--- src/rtl/klein_pkg.sv ---
// Shared KLEIN definitions: S-box, GF(2^8) helper, forward/inverse key schedule, FSM states.
package klein_pkg;

  typedef enum logic [1:0] {IDLE, EXPAND, DECRYPT, DONE} state_t;

  function automatic int nr_for_keyw(input int kw);
    case (kw)
      64:      return 12;
      80:      return 16;
      96:      return 20;
      default: return 0;
    endcase
  endfunction

  function automatic logic [3:0] sbox(input logic [3:0] x);
    case (x)
      4'h0: return 4'h7;  4'h1: return 4'h4;  4'h2: return 4'hA;  4'h3: return 4'h9;
      4'h4: return 4'h1;  4'h5: return 4'hF;  4'h6: return 4'hB;  4'h7: return 4'h0;
      4'h8: return 4'hC;  4'h9: return 4'h3;  4'hA: return 4'h2;  4'hB: return 4'h6;
      4'hC: return 4'h8;  4'hD: return 4'hE;  4'hE: return 4'hD;  default: return 4'h5;
    endcase
  endfunction

  function automatic logic [7:0] sb8(input logic [7:0] x);
    return {sbox(x[7:4]), sbox(x[3:0])};
  endfunction

  function automatic logic [7:0] xtime(input logic [7:0] b);
    return {b[6:0], 1'b0} ^ (b[7] ? 8'h1b : 8'h00);
  endfunction

  // Key halves are right-aligned in 48 bits; h is the live half width (32/40/48).
  function automatic logic [47:0] hmask(input int unsigned h);
    return (48'd1 << h) - 48'd1;
  endfunction

  function automatic logic [47:0] rotl8(input logic [47:0] x, input int unsigned h);
    return ((x << 8) | (x >> (h - 8))) & hmask(h);
  endfunction

  function automatic logic [47:0] rotr8(input logic [47:0] x, input int unsigned h);
    return ((x >> 8) | (x << (h - 8))) & hmask(h);
  endfunction

  function automatic logic [47:0] sub_byte(input logic [47:0] x, input int unsigned p);
    logic [7:0] v;
    v = 8'(x >> p);
    return (x & ~(48'hFF << p)) | (48'(sb8(v)) << p);
  endfunction

  function automatic logic [95:0] ks_fwd(input logic [95:0] sk, input int unsigned kw,
                                         input logic [7:0] i);
    int unsigned h;
    logic [47:0] ar, br, na, nb;
    h  = kw / 2;
    ar = rotl8(48'(sk >> h) & hmask(h), h);
    br = rotl8(sk[47:0] & hmask(h), h);
    na = br ^ (48'(i) << (h - 24));
    nb = sub_byte(sub_byte(ar ^ br, h - 16), h - 24);
    return (96'(na) << h) | 96'(nb);
  endfunction

  // S-box is an involution, so re-applying it undoes the b' substitution.
  function automatic logic [95:0] ks_inv(input logic [95:0] sk, input int unsigned kw,
                                         input logic [7:0] i);
    int unsigned h;
    logic [47:0] na, nb, ar, br;
    h  = kw / 2;
    na = 48'(sk >> h) & hmask(h);
    nb = sub_byte(sub_byte(sk[47:0] & hmask(h), h - 16), h - 24);
    br = na ^ (48'(i) << (h - 24));
    ar = nb ^ br;
    return (96'(rotr8(ar, h)) << h) | 96'(rotr8(br, h));
  endfunction

endpackage

--- src/rtl/klein_dec_round.sv ---
// One KLEIN inverse round: InvMixNibbles, inverse 2-byte rotation, S-box, round-key XOR.
module klein_dec_round
  import klein_pkg::*;
(
  input  logic [63:0] st,
  input  logic [63:0] rk,
  output logic [63:0] nxt
);

  function automatic logic [31:0] inv_mix(input logic [31:0] c);
    logic [7:0] b [4];
    logic [7:0] m9 [4], mb [4], md [4], me [4];
    logic [7:0] x2, x4, x8;
    for (int j = 0; j < 4; j++) begin
      b[j]  = c[8*(3-j) +: 8];
      x2    = xtime(b[j]);
      x4    = xtime(x2);
      x8    = xtime(x4);
      m9[j] = x8 ^ b[j];
      mb[j] = x8 ^ x2 ^ b[j];
      md[j] = x8 ^ x4 ^ b[j];
      me[j] = x8 ^ x4 ^ x2;
    end
    return {me[0] ^ mb[1] ^ md[2] ^ m9[3],
            m9[0] ^ me[1] ^ mb[2] ^ md[3],
            md[0] ^ m9[1] ^ me[2] ^ mb[3],
            mb[0] ^ md[1] ^ m9[2] ^ me[3]};
  endfunction

  logic [63:0] mixed, rot, subd;

  always_comb begin
    subd  = '0;
    mixed = {inv_mix(st[63:32]), inv_mix(st[31:0])};
    rot   = {mixed[15:0], mixed[63:16]};
    for (int n = 0; n < 16; n++) subd[4*n +: 4] = sbox(rot[4*n +: 4]);
    nxt   = subd ^ rk;
  end

endmodule

--- src/rtl/klein_dec_iter.sv ---
// Iterative KLEIN-64/80/96 decryptor: one inverse round per clock, inverse key schedule on the fly.
module klein_dec_iter
  import klein_pkg::*;
#(
  parameter int KEY_W = 64
) (
  input  logic             clk,
  input  logic             rst_n,
  input  logic             in_valid,
  output logic             in_ready,
  input  logic [63:0]      cipher,
  input  logic [KEY_W-1:0] key,
  input  logic             key_mode,
  output logic             out_valid,
  input  logic             out_ready,
  output logic [63:0]      text,
  output logic             busy
);

  localparam int NR = nr_for_keyw(KEY_W);
  localparam logic [4:0] NR5 = 5'(NR);

  if (KEY_W != 64 && KEY_W != 80 && KEY_W != 96) begin : g_bad_keyw
    $error("klein_dec_iter: KEY_W must be 64, 80 or 96");
  end

  state_t           state, nstate;
  logic [4:0]       rcnt;
  logic [63:0]      st, cipher_reg, rnd;
  logic [KEY_W-1:0] ks, ks_nx, ks_pv;

  assign ks_nx    = KEY_W'(ks_fwd(96'(ks), KEY_W, {3'b0, rcnt}));
  assign ks_pv    = KEY_W'(ks_inv(96'(ks), KEY_W, {3'b0, rcnt}));
  assign in_ready = rst_n & (state == IDLE);
  assign busy     = (state != IDLE);

  klein_dec_round u_round (
    .st  (st),
    .rk  (ks_pv[KEY_W-1 -: 64]),
    .nxt (rnd)
  );

  always_comb begin
    nstate = state;
    case (state)
      IDLE:    if (in_valid && in_ready) nstate = key_mode ? DECRYPT : EXPAND;
      EXPAND:  if (rcnt == NR5) nstate = DECRYPT;
      DECRYPT: if (rcnt == 5'd1) nstate = DONE;
      DONE:    if (out_valid && out_ready) nstate = IDLE;
      default: nstate = IDLE;
    endcase
  end

  always_ff @(posedge clk) begin
    if (!rst_n) begin
      state      <= IDLE;
      rcnt       <= '0;
      st         <= '0;
      ks         <= '0;
      cipher_reg <= '0;
      out_valid  <= 1'b0;
      text       <= '0;
    end else begin
      state <= nstate;
      case (state)
        IDLE: if (in_valid) begin
          cipher_reg <= cipher;
          ks         <= key;
          // A final round key needs no expansion: whiten right away.
          if (key_mode) begin
            st   <= cipher ^ key[KEY_W-1 -: 64];
            rcnt <= NR5;
          end else begin
            rcnt <= 5'd1;
          end
        end
        EXPAND: begin
          ks <= ks_nx;
          if (rcnt == NR5) st <= cipher_reg ^ ks_nx[KEY_W-1 -: 64];
          else             rcnt <= rcnt + 5'd1;
        end
        DECRYPT: begin
          ks   <= ks_pv;
          st   <= rnd;
          rcnt <= rcnt - 5'd1;
        end
        DONE: begin
          if (!out_valid) begin
            out_valid <= 1'b1;
            text      <= st;
          end else if (out_ready) begin
            out_valid <= 1'b0;
          end
        end
        default: ;
      endcase
    end
  end

endmodule

--- config.mk ---
export PLATFORM = sky130hd
export DESIGN_NAME = klein_dec_iter
export DESIGN_NICKNAME = d
export VERILOG_FILES = /design/src/rtl/klein_pkg.sv /design/src/rtl/klein_dec_round.sv /design/src/rtl/klein_dec_iter.sv
export SDC_FILE = /design/constraint.sdc
export NUM_CORES = 1
export LEC_CHECK = 0
export ABC_AREA = 1
export CORE_MARGIN = 10
export CORE_UTILIZATION = 65
export DETAILED_ROUTE_END_ITERATION = 7
export PLACE_DENSITY_LB_ADDON = 0.1
export SLEW_MARGIN = 20
export SYNTH_ARGS = -nofsm -noshare
export SYNTH_HDL_FRONTEND = slang
export SYNTH_SLANG_ARGS = --single-unit
--- constraint.sdc ---
create_clock -name clk -period 5.7 [get_ports clk]
set_input_delay 1.71 -clock clk [delete_from_list [all_inputs] [get_ports clk]]
set_output_delay 1.71 -clock clk [all_outputs]
set_load 0.005 [all_outputs]
=== After elaboration in Yosys (flattened, before gate mapping) ===
Memory sizes are Yosys's and may differ from the RTL's. A register that Yosys moved wholly into a read port is not among the register bits.
Cells that the tools add are included.

* Register bits after elaboration: 264
* Bits in latches: 0
* Bits in writable memories: 0
* ROM bits: 1536
* Bits of input ports: 133
* Output and inout port bits: 67
* Memories: 24

* Add/subtract/negate cells: 2
* Multiply operators: 0
* Divide/modulo/power cells: 0
* Magnitude comparators: 0
* Equality and inequality tests: 12
* Shift-type cells: 0
* Muxes and demuxes: 46
* Bitwise gates (word level): 115
* Reductions and logical operators: 11

{| class="wikitable"
|+ Memory list
! name !! words !! bits a word !! read ports !! clocked after Yosys merged registers in !! write ports !! line !! text
|-
| (no name shown) || 16 || 4 || 1 || 1 || 0 || klein_pkg.sv:16 || <nowiki>case (x)</nowiki>
|-
| (no name shown) || 16 || 4 || 1 || 1 || 0 || klein_pkg.sv:16 ||
|-
| (no name shown) || 16 || 4 || 1 || 0 || 0 || klein_pkg.sv:16 ||
|-
| (no name shown) || 16 || 4 || 1 || 0 || 0 || klein_pkg.sv:16 ||
|-
| (no name shown) || 16 || 4 || 1 || 0 || 0 || klein_pkg.sv:16 ||
|-
| (no name shown) || 16 || 4 || 1 || 0 || 0 || klein_pkg.sv:16 ||
|-
| 18 more memories || - || - || - || - || - || - ||
|}

{| class="wikitable"
|+ Operators with widths
! kind !! number
|-
| 8-bit XOR || 96
|-
| 64-bit one-hot mux with 3 select lines || 2
|-
| 64-bit 2-to-1 mux || 4
|-
| 64-bit XOR || 3
|-
| 5-bit 2-to-1 mux || 26
|-
| 64-bit by 32-bit OR with 64-bit output || 2
|-
| 24-bit by 32-bit OR with 32-bit output || 2
|-
| 32-bit by 16-bit OR with 32-bit output || 2
|-
| 32-bit by 24-bit OR with 32-bit output || 2
|-
| 32-bit by 8-bit OR with 32-bit output || 2
|-
| 32-bit by 13-bit XOR with 32-bit output || 2
|-
| 32-bit XOR || 2
|-
| 4-bit 2-to-1 mux || 5
|-
| 5-bit one-hot mux with 3 select lines || 1
|-
| 2-bit inequality test (second input constant) || 6
|-
| 2-bit 2-to-1 mux || 5
|-
| 2-bit one-hot mux with 4 select lines || 1
|-
| 4-bit AND reduction || 2
|-
| 2-bit AND reduction || 3
|-
| 5-bit by 1-bit adder with 5-bit output (second input constant) || 1
|-
| 5-bit by 1-bit == test with 1-bit output (second input constant) || 1
|-
| 5-bit by 4-bit == test with 1-bit output (second input constant) || 1
|-
| 5-bit by 1-bit subtractor with 5-bit output (second input constant) || 1
|-
| 2-bit == test (second input constant) || 2
|-
| 10 further kinds || 12
|}

=== Longest topological paths before layout ===
An unclocked memory read counts as a cell.

* Word-level depth: 14
* Mapped depth: 27
* Depth with buffers taken out: 26

=== By module ===
From an unflattened synthesis, not the netlist that was laid out.

* Cell total of the unflattened synthesis: 4644
* Area total of the unflattened synthesis: 27441.3 um^2

{| class="wikitable"
|+ Modules (own cells, without submodules)
! module !! times used !! cells each !! area each (um^2) !! seq. area each (um^2)
|-
| klein_dec_iter || 1 || 2149 || 15139.5 || 5445.2
|-
| klein_dec_round || 1 || 2495 || 12301.8 || 0.0
|}

=== Worst setup path before layout ===
No wires, ideal clock.

* Path type: input -> output
* Start: in rst_n
* End: out in_ready
* Arrival time: 2303 ps
* Required time: 3990 ps
* Path slack: 1687 ps
* Stages on the path: 4
* Buffers on the path: 2
* Cells stage by stage: clkbuf_1 buf_1 nand2_1 inv_1

* Word-level cells in the longest chain between the ends: 1

{| class="wikitable"
|+ Ends and longest elaborated chain
! item !! line !! text
|-
| from (decl) || klein_dec_iter.sv:8 || <nowiki>input logic rst_n,</nowiki>
|-
| 1-bit AND || klein_dec_iter.sv:34 || <nowiki>assign in_ready = rst_n & (state == IDLE);</nowiki>
|-
| to (decl) || klein_dec_iter.sv:10 || <nowiki>output logic in_ready,</nowiki>
|}

Every way passes these cells.

=== Worst setup path after layout ===
Same ends and word-level chain as after synthesis.

==> flow_metrics.env <==
export IMPL_firstDrtPassIters=7
export IMPL_final_util=0.739
export IMPL_final_cell_mix="1214 x nand2_1, 367 x o21ai_0, 349 x inv_1"
export IMPL_crit_type="input port to primary output"
export IMPL_avgSynthCellArea_um2=6.33
export IMPL_grt_ovfl_total=0
export IMPL_syn_num_nets=4409
export IMPL_dieArea_um2=48900
export IMPL_post_cts_setup_buffers=0
export IMPL_endpoint_kind="primary output"
export IMPL_die_x_um=221
export IMPL_synth_compound_area_frac=0.164
export IMPL_synth_ff_type="dfxtp_1"
export IMPL_slowest_delay_ns=0.49
export IMPL_dp_cells=4723
export IMPL_antenna_found_initial=0
export IMPL_synth_edf_count=0
export IMPL_drive_gt1_frac=0.0625
export IMPL_num_rows=73
export IMPL_cp_start_kind="input port"
export IMPL_rr_endpoint="st[61]"
export IMPL_coreArea_um2=39900
export IMPL_worst_slew_pin_slew_ns=1.09
export IMPL_routed_via_density=5.90
export IMPL_r2r_cells=23
export IMPL_grt_pass1_vias=25424
export IMPL_path_delay_family="buffers and inverters"
export IMPL_clock_root_buffer="clkbuf_16"
export IMPL_synth_cell_types=51
export IMPL_clkSinkCount=272
export IMPL_fin_nets=4482
export IMPL_status="complete, no violations"
export IMPL_reg2reg_from="st[31]"
export IMPL_post_cts_resize_count=0
export IMPL_track_usage=0.379
export IMPL_synthAdderAreaFrac=0.0547
export IMPL_numCtsBuffers=34
export IMPL_cap_violations=0
export IMPL_synthSimpleGateAreaFrac=0.296
export IMPL_drtIter0Drc=3427
export IMPL_finalMaxSlewViolations=0
export IMPL_finalHoldViolCount=0
export IMPL_period_minus_slack_ns=4.34
export IMPL_fin_crit_sh=0.761
export IMPL_antenna_left=0
export IMPL_initial_core_util=0.659
export IMPL_wl_per_cell_um=20.5
export IMPL_skew_ns=0.0251
export IMPL_clk_path_buf_depth=3
export IMPL_rsz0062_at_grt="no"
export IMPL_slew_headroom=0.267
export IMPL_num_antenna_cells=0
export IMPL_gp_congestion=1.05
export IMPL_io_buffer_count=199
export IMPL_grt_max_degree=129
export IMPL_hold_buffers=0
export IMPL_critPathMaxFanout=30
export IMPL_synthXorXnorAreaFrac=0.186
export IMPL_path_cells="buf_4 > nand2_1 > inv_1 > clkdlybuf4s50_1"
export IMPL_crit_arrival_ns=2.63
export IMPL_final_setup_tns_ns=0
export IMPL_grt_pass1_wl_um=147000
export IMPL_seq_area_frac_synth=0.207
export IMPL_required_ns=3.99
export IMPL_ys_seq_elements=272
export IMPL_finalSetupViolations=0
export IMPL_synth_mux_area_frac=0
export IMPL_hold_end="cipher_reg[3]"
export IMPL_fin_cells=4784
export IMPL_cts_htree_levels=2
export IMPL_drc=0
export IMPL_io_pins=200
export IMPL_cp_num_buf_inv=3
export IMPL_ys_warn_count=0
export IMPL_dp_hpwl_um=75200
export IMPL_min_delay_path_depth=2
export IMPL_cts_tree="yes"
export IMPL_synthCells=4161
export IMPL_final_common_cell="nand2_1"
export IMPL_vias=28238
export IMPL_clkLatencyLatePin_ns=0.57
export IMPL_async_reset_ff_frac=0
export IMPL_slowest_stage="clkdlybuf4s50_1"
export IMPL_synth_top_family_by_area="simple AND/OR/NAND/NOR gates"
export IMPL_r2r_slack_ns=1.86
export IMPL_holdCritStartpoint="cipher_reg[3]"
export IMPL_die_h_um=221
export IMPL_cts_clk_slew_worst_paths_ns=0.06
export IMPL_totalWireLength_um=98100
export IMPL_fmax_ghz=0.230
export IMPL_synthToLayoutAreaGrowth_pct=12.1
export IMPL_syn_cell_area_um2=26300
export IMPL_hold_path_class="register to register"
==> cells by family after synthesis <==
group,after synthesis
buf+inv,595
fa+ha+maj,115
flops,272
simple gates,1859
xor+xnor,510
compound gates,810
==> per-stage QoR <==
| step | worst slack (ns) | instance area [um2] | hold slack [ns] |
|---|---|---|---|
| floorplan | 1.69 | 26300 | 0.436 |
| global placement | 1.32 | 28300 | 0.451 |
| detailed placement | 1.21 | 28300 | 0.457 |
| CTS | 1.36 | 29500 | 0.466 |
| global route | 1.31 | 29500 | 0.494 |
| finish | 1.36 | 29500 | 0.467 |
==> worst register-to-register path: stages, from the launching register on <==
cell	delay, ns
dfxtp_1	0.87
inv_2	0.18
nand2_1	0.16
nand2_1	0.17
nand2_1	0.12
nand3_1	0.12
nand2_1	0.17
nand2_1	0.09
nand2_1	0.06
nand2_1	0.08
nand2_1	0.07
nand2_1	0.05
nand2_1	0.25
inv_2	0.10
ha_1	0.21
o21ai_0	0.21
nand2_1	0.08
nand2_1	0.08
nand2_1	0.06
nand2_1	0.05
nand3_1	0.25
nand2_1	0.15
nand2_1	0.06
a21oi_1	0.12
==> Yosys cell counts, types with 10 or more instances <==
master / n / area [um2]
nand2_1: 1215 / 4560
o21ai_0: 367 / 1840
inv_1: 352 / 1320
a21oi_1: 334 / 1670
dfxtp_1: 272 / 5450
nand3_1: 271 / 1360
xor2_1: 247 / 2160
nor2_1: 224 / 841
xnor2_1: 223 / 1950
clkbuf_1: 135 / 507
ha_1: 115 / 1440
nand2_2: 50 / 313
inv_2: 40 / 150
nand3b_1: 37 / 278
o211ai_1: 26 / 195
o221ai_1: 22 / 193
or2_2: 19 / 119
buf_2: 15 / 75.1
buf_4: 15 / 113
o21ai_1: 15 / 75.1
xnor2_2: 15 / 244
xor2_2: 14 / 228
buf_6: 12 / 135
nand2_4: 12 / 135
nand4_1: 12 / 75.1
inv_4: 10 / 62.6
==> worst max path at each step <==
stage | from | slack [ns] | endpoint | cells after the start
5_1_grt | rst_n | 1.31 | in_ready | 4
6_report | rst_n | 1.36 | in_ready | 4
3_3_place_gp | in_valid | 1.32 | register | 14
4_1_cts | rst_n | 1.36 | in_ready | 4
2_1_floorplan | rst_n | 1.69 | in_ready | 4
3_5_place_dp | in_valid | 1.21 | register | 14
==> layout make-up <==
cell class	instances	area, um2
Sequential cell	272	5450
Fill cell	3489	10400
Inverter	407	1560
Timing Repair Buffer	225	2200
Multi-Input combinational cell	3294	18500
Tap cell	525	657
Clock inverter	15	235
Clock buffer	46	936
==> routing by layer <==
metal,share of wire,routed length [um],global-route usage
met3,0.12,11700,0.0816
met2,0.44,42700,0.590
met5,0,0,0
met1,0.37,35800,0.458
met4,0.079,7780,0.266
Power is not shown: default switching activity piles up to over one toggle a cycle in this logic, so the estimate is an artifact.
